==> src/rtl/memory_map.sv <==
// 128K/+3 paging registers and physical address resolution for the Z80 bus.
// Runs a req/ack handshake with the memory controller and stretches via wait_n.
module memory_map #(
    parameter bit PLUS3 = 1'b1
) (
    input  logic        clock,
    input  logic        reset,
    input  logic        ce,
    input  logic        mreq,
    input  logic        iorq,
    input  logic        rd,
    input  logic        wr,
    input  logic        rfsh,
    input  logic [15:0] a,
    input  logic [7:0]  d,
    input  logic        map,
    input  logic        ram,
    input  logic [3:0]  page,
    output logic [18:0] maddr,
    output logic        mwe,
    output logic        mreq_o,
    input  logic        mack,
    output logic        wait_n,
    output logic        vpage
);

    typedef enum logic [1:0] {IDLE, REQ, HOLD} state_t;

    state_t      state;
    state_t      state_nx;
    logic [5:0]  p7ffd;
    logic [2:0]  p1ffd;
    logic        lock;
    logic        special;
    logic        sel_7ffd;
    logic        sel_1ffd;
    logic        mem_cycle;
    logic [2:0]  sp_bank;
    logic [18:0] addr_c;
    logic        prot_c;

    assign lock      = p7ffd[5];
    assign special   = p1ffd[0];
    assign vpage     = p7ffd[3];
    assign sel_7ffd  = !iorq && !wr && !a[15] && !a[1];
    assign sel_1ffd  = PLUS3 && !iorq && !wr
                       && (a[15:12] == 4'h1) && !a[1];
    assign mem_cycle = !mreq && rfsh && (!rd || !wr);

    // Paging registers; the lock bit freezes both until reset
    always_ff @(posedge clock or posedge reset) begin
        if (reset) begin
            p7ffd <= 6'd0;
            p1ffd <= 3'd0;
        end else if (ce && !lock) begin
            if (sel_7ffd) p7ffd <= d[5:0];
            if (sel_1ffd) p1ffd <= d[2:0];
        end
    end

    // Bank for each 16K slot in the all-RAM special modes
    always_comb begin
        sp_bank = 3'd0;
        case (p1ffd[2:1])
            2'b00: sp_bank = {1'b0, a[15:14]};
            2'b01: sp_bank = {1'b1, a[15:14]};
            2'b10: sp_bank = (a[15:14] == 2'b11) ? 3'd3
                                                 : {1'b1, a[15:14]};
            default: begin
                if (a[15:14] == 2'b11)      sp_bank = 3'd3;
                else if (a[15:14] == 2'b01) sp_bank = 3'd7;
                else                        sp_bank = {1'b1, a[15:14]};
            end
        endcase
    end

    // Physical address and write protection; DivMMC overrides everything
    always_comb begin
        addr_c = 19'd0;
        prot_c = 1'b0;
        if (map && (a[15:14] == 2'b00)) begin
            if (!a[13] && !ram) begin
                addr_c = {6'b011000, a[12:0]};
                prot_c = 1'b1;
            end else begin
                addr_c = {2'b10, page, a[12:0]};
                prot_c = ram && (page == 4'd3);
            end
        end else if (special) begin
            addr_c = {2'b00, sp_bank, a[13:0]};
        end else begin
            case (a[15:14])
                2'b00: begin
                    addr_c = {3'b010, p1ffd[2], p7ffd[4], a[13:0]};
                    prot_c = 1'b1;
                end
                2'b01:   addr_c = {2'b00, 3'd5, a[13:0]};
                2'b10:   addr_c = {2'b00, 3'd2, a[13:0]};
                default: addr_c = {2'b00, p7ffd[2:0], a[13:0]};
            endcase
        end
    end

    // State register
    always_ff @(posedge clock or posedge reset) begin
        if (reset) state <= IDLE;
        else       state <= state_nx;
    end

    // Next state: one request per CPU memory cycle
    always_comb begin
        state_nx = state;
        case (state)
            IDLE: begin
                if (ce && mem_cycle)
                    state_nx = (!wr && prot_c) ? HOLD : REQ;
            end
            REQ: begin
                if (ce && mack) state_nx = HOLD;
            end
            HOLD: begin
                if (ce && mreq) state_nx = IDLE;
            end
            default: state_nx = IDLE;
        endcase
    end

    // Address and direction captured at the start of a memory cycle
    always_ff @(posedge clock or posedge reset) begin
        if (reset) begin
            maddr <= 19'd0;
            mwe   <= 1'b0;
        end else if (ce && (state == IDLE) && mem_cycle) begin
            maddr <= addr_c;
            mwe   <= !wr;
        end
    end

    // Handshake outputs follow the state directly
    always_comb begin
        mreq_o = (state == REQ);
        wait_n = (state != REQ);
    end

endmodule

==> config.mk <==
export PLATFORM = sky130hd
export DESIGN_NAME = memory_map
export DESIGN_NICKNAME = d
export VERILOG_FILES = /design/src/rtl/memory_map.sv
export SDC_FILE = /design/constraint.sdc
export NUM_CORES = 1
export LEC_CHECK = 0
export CAP_MARGIN = 20
export CORE_UTILIZATION = 41
export CTS_BUF_LIST = sky130_fd_sc_hd__clkbuf_16
export DETAILED_ROUTE_END_ITERATION = 10
export GPL_TIMING_DRIVEN = 0
export PLACE_DENSITY = 0.78
export SLEW_MARGIN = 0
export SYNTH_ARGS = -nofsm -noshare
export SYNTH_HDL_FRONTEND = slang
export SYNTH_SLANG_ARGS = --single-unit
==> constraint.sdc <==
create_clock -name clock -period 2.35 [get_ports clock]
set_input_delay 0.235 -clock clock [delete_from_list [all_inputs] [get_ports clock]]
set_output_delay 0.235 -clock clock [all_outputs]
set_load 0.02 [all_outputs]
* Yosys cells after proc, flatten, opt, wreduce, memory -nomap -nowiden *
Cells that the tools add are included.

word-level totals
  bits in registers = 31
  logic and storage cells = 68
  bits of input ports = 39
  output and inout bits = 23

cells by class
  mux-type cells = 17
  reductions and logical operators = 33
  equality and inequality tests = 13

operator list
  kind                                                 count
  one-hot mux 18 bit (3 select lines)                  1
  2-to-1 mux 19 bit                                    2
  2-to-1 mux 18 bit                                    1
  logical AND 1 bit                                    17
  2-to-1 mux 2 bit                                     5
  logical NOT 1 bit                                    9
  one-hot mux 3 bit (3 select lines)                   1
  equality test 2 bit, second input constant           4
  equality test 2 x 1 -> 1 bit, second input constant  3
  logical NOT 2 bit                                    3
  2-to-1 mux 3 bit                                     2
  one-hot mux 2 bit (3 select lines)                   1
  equality test 4 x 1 -> 1 bit, second input constant  1
  equality test 4 x 2 -> 1 bit, second input constant  1
  2-to-1 mux 1 bit                                     4
  != test 2 x 1 -> 1 bit, second input constant        2
  != test 2 bit, second input constant                 2
  AND reduction 2 bit                                  2
  AND reduction 3 bit                                  1
  logical OR 1 bit                                     1

* Longest topological paths before layout *
  word-level depth = 8
  gate-level depth with buffers = 6
  mapped depth without buffers = 4

* Worst setup path after synthesis *
No wires, ideal clock.

  path kind = register -> register
  start = register p7ffd[5]
  end = register p1ffd[0]
  data required time = 2225 ps
  data arrival time = 1582 ps
  buffers on the path = 0
  cell stages (with the launch flop) = 5
  setup time = 125 ps
  period minus slack after synthesis = 1707 ps
  path slack = 643 ps
  cells stage by stage = dfrtp_1 > nor4b_4 > nand2_2 > or4b_4 > mux2_4

on the way
  cells in the longest elaborated chain, start to end = 3

RTL lines
  item                           line  source
  start: declaration             31    logic [5:0] p7ffd;
  start signal: assignment       56    if (sel_7ffd) p7ffd <= d[5:0];
  logical NOT 1 bit              55    end else if (ce && !lock) begin
  logical AND 1 bit              55
  AND reduction 2 bit (no line)  --
  end signal: assignment         57    if (sel_1ffd) p1ffd <= d[2:0];
  end: declaration               32    logic [2:0] p1ffd;

Every way passes these cells.
A chain may end at the register's enable or synchronous reset.

* Worst setup path in the final report *
  start = input ce
  end = register p1ffd[1]

on the way
  cells in the longest elaborated chain, start to end = 2

RTL lines
  item                           line  source
  start: declaration             8     input logic ce,
  logical AND 1 bit              55
  AND reduction 2 bit (no line)  --

Every way passes these cells.

==> flow_metrics.env <==
export IMPL_status="finished, final reports clean"
export IMPL_finalSetupTns_ns=0
export IMPL_maxCapViolations=0
export IMPL_avgViaCountPerCell=5.18
export IMPL_cp_required_ns=2.50
export IMPL_slew_headroom_pct=62.4
export IMPL_yosysSeqAreaShare_pct=54.6
export IMPL_die_area_um2=3710
export IMPL_rr_worst_depth=4
export IMPL_die_y_um=60.9
export IMPL_p_int_mw=1.43
export IMPL_drtPass1Iterations=4
export IMPL_netlist_area_um2=1420
export IMPL_endpoint_kind="register"
export IMPL_dp_hpwl_um=2570
export IMPL_start_util_pct=42.6
export IMPL_drive_above_1_share_pct=10.3
export IMPL_synth_nets=158
export IMPL_p_leak_nw=0.943
export IMPL_hold_violations=0
export IMPL_fin_nets=224
export IMPL_cts_tree="built"
export IMPL_clockPowerShare_pct=28.4
export IMPL_die_x_um=60.9
export IMPL_startpoint_type="primary input"
export IMPL_cts_resized=0
export IMPL_h_tree_depth=2
export IMPL_p_sw_mw=0.603
export IMPL_vias=1197
export IMPL_track_usage_pct=20.0
export IMPL_placed_cell_area_um2=2090
export IMPL_fmax_mhz=515
export IMPL_core_area_um2=3340
export IMPL_crit_fanout=6
export IMPL_pre_cts_ws_ns=0.133
export IMPL_rsz0062_at_grt="no"
export IMPL_switching_share_pct=29.7
export IMPL_final_common_cell="clkdlybuf4s50_1"
export IMPL_grt_use_met1_pct=23.1
export IMPL_first_iter_violations=42
export IMPL_tightestPinTransition_ns=0.564
export IMPL_syn_area_per_cell_um2=11.9
export IMPL_seqPwrFrac_pct=37.6
export IMPL_fin_crit_sh_pct=82.7
export IMPL_synth_cell_types=32
export IMPL_post_cts_buffers=0
export IMPL_fin_crit_ns=1.94
export IMPL_antenna_found_initial=0
export IMPL_synthCells=119
export IMPL_hold_buffers=0
export IMPL_ir_drop_mv=0.609
export IMPL_cellPowerDensity_nw_per_um2=915
export IMPL_path_cells="clkdlybuf4s50_1 -> nor4b_4 -> nand2_2 -> or4b_4 -> mux2_4"
export IMPL_cts_clk_slew_worst_paths_ns=0.05
export IMPL_worstHoldPathType="primary input to async pin"
export IMPL_grt_max_degree=26
export IMPL_setup_violations_final=0
export IMPL_cts_max_path_buffers=2
export IMPL_grt_pass1_vias=1188
export IMPL_fin_area_um2=2220
export IMPL_p_total_mw=2.03
export IMPL_timing_hold_ws_ns=0.255
export IMPL_critPathArrivalTime_ns=2.10
export IMPL_rr_startpoint="p7ffd[5]"
export IMPL_async_reset_ff_share_pct=100
export IMPL_grt_first_pass_wirelength_um=5190
export IMPL_maxSlewViolCount=0
export IMPL_combPwrFrac_pct=33.9
export IMPL_ant_nets=0
export IMPL_fin_ws_ns=0.407
export IMPL_numCtsBuffers=5
export IMPL_io_buffers=58
export IMPL_final_cell_mix="58 x clkdlybuf4s50_1, 31 x dfrtp_1, 13 x mux2_1"
export IMPL_synth_seq_cells=31
export IMPL_busiest_layer="met2"
export IMPL_critPathKind="primary input to register"
export IMPL_met3_usage_pct=8.53
export IMPL_wire_per_inst_um=14.5
export IMPL_reg2reg_to="p1ffd[1]"
export IMPL_overflow=0
export IMPL_area_delta_synth_final_pct=56.3
export IMPL_ys_flop_type="dfrtp_1"
export IMPL_reg2reg_setup_slack_ns=0.56
export IMPL_diodes=0
export IMPL_globalplace_congestion=0.793
export IMPL_yosys_warnings=0
export IMPL_cts_root_buf="clkbuf_16"
export IMPL_std_cell_rows=21
export IMPL_n_fill_cell=281
export IMPL_use_met2_pct=32.8
export IMPL_wl_um=3360
export IMPL_pin_count=62
export IMPL_cts_sinks=31
export IMPL_skew_ns=0.00289
export IMPL_drc=0
export IMPL_critPathSlowestCell="clkdlybuf4s50_1"
export IMPL_clkLatencyLatePin_ns=0.27
export IMPL_synth_edf_count=0
export IMPL_slowest_delay_ns=0.57
## worst max-delay path by stage
| stage | startpoint | to | slack [ns] | cells past startpoint |
|---|---|---|---|---|
| after floorplan | p7ffd[5] | p1ffd[0] | 0.64 | 4 |
| after global placement | ce | p1ffd[1] | 0.16 | 5 |
| after detailed placement | ce | p1ffd[1] | 0.13 | 5 |
| after CTS | ce | p1ffd[1] | 0.40 | 5 |
| after global routing | wr | maddr[13] | 0.34 | 7 |
| final | ce | p1ffd[1] | 0.41 | 5 |
## synth_stat cells, drive strengths merged (2+ instances only)
cell type | n | area share [%]
nor2b | 4 | 1.8
o21ai | 9 | 3.2
dfrtp | 31 | 55
clkbuf | 6 | 1.6
a31oi | 3 | 1.3
nand2 | 9 | 2.6
mux2 | 21 | 17
a21oi | 6 | 2.1
nor3b | 3 | 1.6
inv | 2 | 0.53
nand2b | 2 | 0.88
nor2 | 7 | 1.8
## per-stage QoR
step | instances | utilization [%]
finish | 231 | 66.6
global route | 231 | 66.6
CTS | 231 | 66.6
detailed placement | 224 | 62.5
global placement | 223 | 61.7
floorplan | 119 | -
## state kept, by name, indices dropped and copies added (netlist names)
signal,cells
maddr,19
p7ffd,6
p1ffd,3
state,2
mwe,1
## cell families (layout without fill, tap and decap cells)
kind of cell / Yosys count / after routing / share of synthesized area, %
and+or+nand+nor: 31 / 31 / 13.5
buffers and inverters: 8 / 74 / 2.11
muxes: 21 / 21 / 17.4
DFF: 31 / 31 / 54.6
AOI/OAI and AO/OA: 28 / 28 / 12.4
## final cells by class
class	instances	area (um2)	share of cell area, %
buffer	6	22.5	1.01
clock buffer	5	125	5.63
clock inverter	2	8.76	0.394
inverter	2	7.51	0.338
multi-input combinational	80	616	27.7
sequential	31	776	34.9
tap	46	57.6	2.59
timing repair buffer	59	608	27.4
## metal layers
layer / vias up / wire [um]
li1: 563 / -
met1: 577 / 1300
met2: 48 / 1740
met3: 9 / 251
met4: 0 / 63
met5: - / 0
## power groups by stage
stage	clock network (mW)	logic, mW	registers (mW)
after CTS	0.593	0.697	0.768
after detailed placement	0	0.691	0.774
after floorplan	0	0.184	0.904
final	0.578	0.689	0.764
after global placement	0	0.668	0.761
after global routing	0.619	0.731	0.782
## worst max-delay path: cells and delay by family
kind	cells	cell delay (ns)
and+or+nand+nor	3	0.98
buffers and inverters	1	0.57
muxes	1	0.31
(Power assumes the default switching activity.)
